$ cat src/rtl/output_drain_streamer.sv
// output_drain_streamer: reads the Output SRAM from address 0 to Output_Nums-1 through a small FIFO
// onto a valid/ready stream with index/last markers. Define DRAIN_CLEAR_EN to zero each word as it is captured.
module output_drain_streamer #(
  parameter int Output_Addr_Width = 3,
  parameter int Output_Nums       = 8,
  parameter int Data_Width        = 16,
  parameter int FIFO_Depth        = 2
) (
  input  logic                         clk,
  input  logic                         Reset_n,
  input  logic                         Drain_Start,
  output logic                         Drain_Busy,
  output logic                         Drain_Done,
  output logic                         Mem_Out_En_CS,
  output logic                         Mem_Out_En_R,
  output logic [Output_Addr_Width-1:0] Mem_Output_Addr_Read,
`ifdef DRAIN_CLEAR_EN
  output logic                         Mem_Out_En_W,
  output logic [Output_Addr_Width-1:0] Mem_Output_Addr_Write,
  output logic [Data_Width-1:0]        Mem_Output_Data_Write,
`endif
  input  logic [Data_Width-1:0]        Mem_Output_Data_Read,
  output logic                         Out_Valid,
  input  logic                         Out_Ready,
  output logic [Data_Width-1:0]        Out_Data,
  output logic [Output_Addr_Width-1:0] Out_Index,
  output logic                         Out_Last
);

  localparam int PW = (FIFO_Depth > 1) ? $clog2(FIFO_Depth) : 1;
  localparam int CW = PW + 1;
  localparam logic [Output_Addr_Width-1:0] LAST_ADDR = Output_Addr_Width'(Output_Nums - 1);
  localparam logic [CW:0] DEPTH = (CW + 1)'(FIFO_Depth);

  typedef enum logic [1:0] {IDLE, READ, FLUSH, DONE} state_t;

  state_t                       state, state_next;
  logic [Output_Addr_Width-1:0] issue_addr;
  logic [Output_Addr_Width-1:0] inflight_addr;
  logic                         inflight;
  logic [CW-1:0]                fifo_count;
  logic [PW-1:0]                rd_ptr;
  logic [PW-1:0]                wr_ptr;
  logic [Data_Width-1:0]        fifo_data  [FIFO_Depth];
  logic [Output_Addr_Width-1:0] fifo_index [FIFO_Depth];

  logic          push;
  logic          pop;
  logic          issue;
  logic [CW:0]   occupancy;

  // The word read last cycle lands in the FIFO now, whether or not the sink is ready.
  assign push      = inflight;
  assign Out_Valid = (fifo_count != '0);
  assign pop       = Out_Valid & Out_Ready;
  assign occupancy = {1'b0, fifo_count} + {{CW{1'b0}}, inflight};

  // Buffered plus in-flight words never exceed the FIFO; a same-cycle pop frees one slot,
  // which is what sustains one word per cycle with Out_Ready held high.
  assign issue = (state == READ) && (occupancy < (DEPTH + {{CW{1'b0}}, pop}));

  always_comb begin
    // NOTE: default first so every path assigns state_next and no latch is inferred.
    state_next = state;
    case (state)
      IDLE:    if (Drain_Start) state_next = READ;
      READ:    if (issue && (issue_addr == LAST_ADDR)) state_next = FLUSH;
      FLUSH:   if (!inflight && ((fifo_count == '0) || ((fifo_count == CW'(1)) && pop)))
                 state_next = DONE;
      DONE:    state_next = IDLE;
      default: state_next = IDLE;
    endcase
  end

  always_ff @(posedge clk or negedge Reset_n) begin
    // NOTE: sequential state uses non-blocking assignments so every register samples pre-edge values.
    if (!Reset_n) begin
      state         <= IDLE;
      issue_addr    <= '0;
      inflight      <= 1'b0;
      inflight_addr <= '0;
      fifo_count    <= '0;
      rd_ptr        <= '0;
      wr_ptr        <= '0;
    end else begin
      state    <= state_next;
      inflight <= issue;
      if (state == IDLE && Drain_Start)
        issue_addr <= '0;
      else if (issue && (issue_addr != LAST_ADDR))
        issue_addr <= issue_addr + Output_Addr_Width'(1);
      if (issue) inflight_addr <= issue_addr;
      if (push)  wr_ptr <= wr_ptr + PW'(1);
      if (pop)   rd_ptr <= rd_ptr + PW'(1);
      case ({push, pop})
        2'b10:   fifo_count <= fifo_count + CW'(1);
        2'b01:   fifo_count <= fifo_count - CW'(1);
        default: fifo_count <= fifo_count;
      endcase
    end
  end

  always_ff @(posedge clk or negedge Reset_n) begin
    // NOTE: the storage is only a few registers, so it is reset to keep the stream outputs 0 out of reset.
    if (!Reset_n) begin
      for (int i = 0; i < FIFO_Depth; i++) begin
        fifo_data[i]  <= '0;
        fifo_index[i] <= '0;
      end
    end else if (push) begin
      fifo_data[wr_ptr]  <= Mem_Output_Data_Read;
      fifo_index[wr_ptr] <= inflight_addr;
    end
  end

  assign Out_Data             = fifo_data[rd_ptr];
  assign Out_Index            = fifo_index[rd_ptr];
  assign Out_Last             = Out_Valid && (Out_Index == LAST_ADDR);
  assign Drain_Busy           = (state == READ) || (state == FLUSH);
  assign Drain_Done           = (state == DONE);
  assign Mem_Out_En_R         = issue;
  assign Mem_Output_Addr_Read = issue ? issue_addr : '0;

`ifdef DRAIN_CLEAR_EN
  // Clear-after-read: the captured location is zeroed in the same cycle it enters the FIFO.
  assign Mem_Out_En_W          = inflight;
  assign Mem_Output_Addr_Write = inflight ? inflight_addr : '0;
  assign Mem_Output_Data_Write = '0;
  assign Mem_Out_En_CS         = issue | inflight;
`else
  assign Mem_Out_En_CS         = issue;
`endif

endmodule

$ cat config.mk
export PLATFORM = sky130hd
export DESIGN_NAME = output_drain_streamer
export DESIGN_NICKNAME = d
export VERILOG_FILES = /design/src/rtl/output_drain_streamer.sv
export SDC_FILE = /design/constraint.sdc
export NUM_CORES = 1
export LEC_CHECK = 0
export CORE_ASPECT_RATIO = 1.4
export CORE_MARGIN = 2
export CORE_UTILIZATION = 35
export DETAILED_ROUTE_END_ITERATION = 12
export DONT_BUFFER_PORTS = 1
export PLACE_DENSITY_LB_ADDON = 0.25
export SLEW_MARGIN = 20
export SYNTH_ARGS = -nofsm -noshare
export SYNTH_HDL_FRONTEND = slang
export SYNTH_SLANG_ARGS = --single-unit
export TNS_END_PERCENT = 20
$ cat constraint.sdc
create_clock -name clk -period 2.34 [get_ports clk]
set_input_delay 0.702 -clock clk [delete_from_list [all_inputs] [get_ports clk]]
set_output_delay 0.702 -clock clk [all_outputs]
set_load 0.005 [all_outputs]
==> results of run 1 <==
## per-layer routing
layer	vias to the layer above	wire length [µm]	global-route usage (%)
met5	-	0	0
met2	46	2730	26.4
met4	0	66	4.26
met3	8	297	2.96
met1	666	1580	12.5
li1	618	-	-
## per-stage QoR
step / hold WS [ns] / util [%] / area [µm²] / TNS, ns
2_1_floorplan: 0.406 / - / 2420 / 0
3_3_place_gp: 0.408 / 38.2 / 2540 / 0
3_5_place_dp: 0.408 / 38.2 / 2540 / 0
4_1_cts: 0.0765 / 40.3 / 2680 / -0.847
5_1_grt: 0.0613 / 40.4 / 2690 / -1.11
6_report: 0.0916 / 40.4 / 2690 / -0.725
## path summary, 6_finish.rpt
check                                   start                       to  slack, ns  cells after the start
worst min register to register  fifo_data[15]            fifo_data[15]       0.50                      1
worst max register to register  fifo_count[0]         inflight_addr[1]       0.44                      6
min in group clk                  Drain_Start            issue_addr[2]       0.48                      1
worst max-delay path            fifo_count[0]  Mem_Output_Addr_Read[1]      -0.16                      5
worst min-delay path                  Reset_n            issue_addr[0]       0.09                      0
max in group asynchronous             Reset_n                   rd_ptr       2.16                      0
## placed cells by master (no fill, tap or decap), types with 3 or more instances in the layout
master,n
mux2_2,60
buf_4,7
a21oi_1,3
nand2_1,4
dfrtp_1,49
inv_1,6
ha_1,9
xnor2_1,3
clkbuf_8,5
## logic make-up (layout without fill, tap and decap cells)
kind of cell | Yosys count | in the layout | share of synthesized area (%)
simple gates | 17 | 17 | 5.17
xor+xnor | 5 | 5 | 1.81
flops | 51 | 51 | 52.7
fa+ha+maj | 12 | 12 | 6.20
buf+inv | 13 | 24 | 2.48
compound gates | 10 | 10 | 2.94
mux | 62 | 62 | 28.7
## layout make-up
class | instances | area share (%)
Sequential cell | 51 | 47.6
Multi-Input combinational cell | 106 | 41.5
Tap cell | 92 | 4.28
Clock buffer | 6 | 2.70
Timing Repair Buffer | 8 | 2.37
Inverter | 8 | 1.12
Clock inverter | 2 | 0.465
## registers in the layout (all words and copies together) (netlist names)
register	count
fifo_count	2
fifo_data	32
fifo_index	6
inflight	1
inflight_addr	3
issue_addr	3
rd_ptr	1
state	2
wr_ptr	1
## power by group
group	leakage [nW]	internal, mW	switching (mW)
combinational	0.519	1.00	0.776
clock	0.0412	0.209	0.272
sequential	0.616	1.33	0.291
total	1.18	2.54	1.34
## timing repair
action	in CTS	in global routing
hold endpoints to repair	0	0
pin swaps	3	3
buffers inserted	2	1
hold buffers	0	0
resized for setup	9	0
setup endpoints to repair	12	5
==> summary.md, run 1 <==
| Metric | Value |
|---|---|
| Status | finished with violations |
| Failing checks | setup timing |
| CP Cell Sequence | ha_4 > nor3b_4 > nor2_2 > nor3b_4 > and2_4 |
| Total power | 3.88 mW |
| Crit path capture type | primary output |
| MaxCap Viol Count | 0 |
| DRC errors left | 0 |
| WP data arrival | 1.80 ns |
| P&R area growth vs syn | 11.0% |
| FF/Latch Area | 1280 µm² |
| Syn_nets | 202 |
| DIE AREA | 7610 µm² |
| Fin nets | 212 |
| Vias | 1,338 |
| Final Worst Setup Slack | -0.159 ns |
| Prevailing post-synth register cell | dfrtp_1 |
| Post-DP HPWL | 3.46 mm |
| Initial DRC count | 34 |
| Area fraction of the dominant cell type after synthesis | 52.7% |
| CTS Buffer Depth | 2 |
| Area of the multi-input gates | 1120 µm² |
| CTS tree | done |
| Top cells by count, synth | 60 x mux2_2, 51 x dfrtp_1, 12 x ha_1 |
| Worst-Margin Slew | 0.605 ns |
| Tot GR Track Use | 13.1% |
| Crit path max fanout | 5 |
| Worst-Skew Late Latency | 0.29 ns |
| Period utilisation layout | 107% |
| Fmax | 400 MHz |
| Worst hold path type | input port to asynchronous set/reset pin |
| Crit path required time | 1.64 ns |
| Startpoint Class | flip-flop |
| Max-slew violations | 0 |
| Row count | 35 |
| Cells after DPL | 262 |
| Post-synth top area cell | dfrtp_1 |
| Setup CP Type | flip-flop to primary output |
| Unrepaired setup endpoints after global routing | true |
| IO Pins | 48 |
| Yosys reg bits | 51 |
| Max transition margin | 59.5% |
| Die Height | 102 µm |
| Gr ovfl total | 0 |
| CP dominant cell by count | nor3b_4 |
| Post-route ant nets | 0 |
| DRT Pass-1 Iters | 4 |
| Clock Sinks | 51 |
| Reg clk slew, reported paths | 0.09 ns |
| Mapped Avg Cell Area | 14.2 µm² |
| Root Buffer | clkbuf_8 |
| Unique masters post-synth | 27 |
| Worst slack, placed | 0.109 ns |
| Ranking of synthesized cells by area | dfrtp_1 53%, mux2_2 28%, ha_1 6.2% |
| Global-route wire length before repair | 7.46 mm |
| I/O Buffers | 0 |
| Largest stage delay, worst path | 0.46 ns |
| CP top delay family | simple AND/OR/NAND/NOR gates |
| Final Hold Viols | 0 |
| Vias in the first global route | 1,540 |
| Final wirelength | 4.68 mm |
| Cell with the most instances after synthesis | mux2_2 |
| Final GP Congestion | 0.729 |
| Sequential area share after synthesis | 52.7% |
| FILL cells | 642 |
| Non-filler instance count after layout | 273 |
| Vias per cell | 4.90 |
| Leakage Power | 1.18 nW |
| CTS Buf Count | 5 |
| Layout Skew | 0.00807 ns |
| Post-synthesis cell count | 170 |
| Initial antenna violation count | 0 |
| Worst Path Buf+Inv | 0 |
| Largest net degree at the start of global routing | 52 |
| PwrDens | 1440 nW/µm² |
| Core outline area | 6660 µm² |
| Critical path's slowest cell | dfrtp_2 |
| Finish-stage setup viols | 5 |
| Max VDD drop | 0.000545 V |
| Warnings from Yosys | 0 |
| H-tree Lvls | 2 |
| DR WL/cell | 17.1 µm |
| Layout cells sized above 1 | 48.6% |
| Initial Util | 36.4% |
| Mapped Area | 2420 µm² |
| Fin crit period | 2.50 ns |
| Inserted Diodes | 0 |
| Die Width | 74.3 µm |
| Post-synth EDFFs | 0 |
| Async SR Flop Fraction | 100% |
No activity file was read; power rests on OpenSTA's default activity.
==> inputs of run 2 (changes only) <==
--- a/config.mk
+++ b/config.mk
@@ -10,6 +10,7 @@
 export CORE_UTILIZATION = 35
 export DETAILED_ROUTE_END_ITERATION = 12
 export DONT_BUFFER_PORTS = 1
+export HOLD_SLACK_MARGIN = 0.05
 export PLACE_DENSITY_LB_ADDON = 0.25
 export SLEW_MARGIN = 20
 export SYNTH_ARGS = -nofsm -noshare
==> results of run 2 <==
Same layout as run 1: the final DEF is identical, and so are final timing and power.
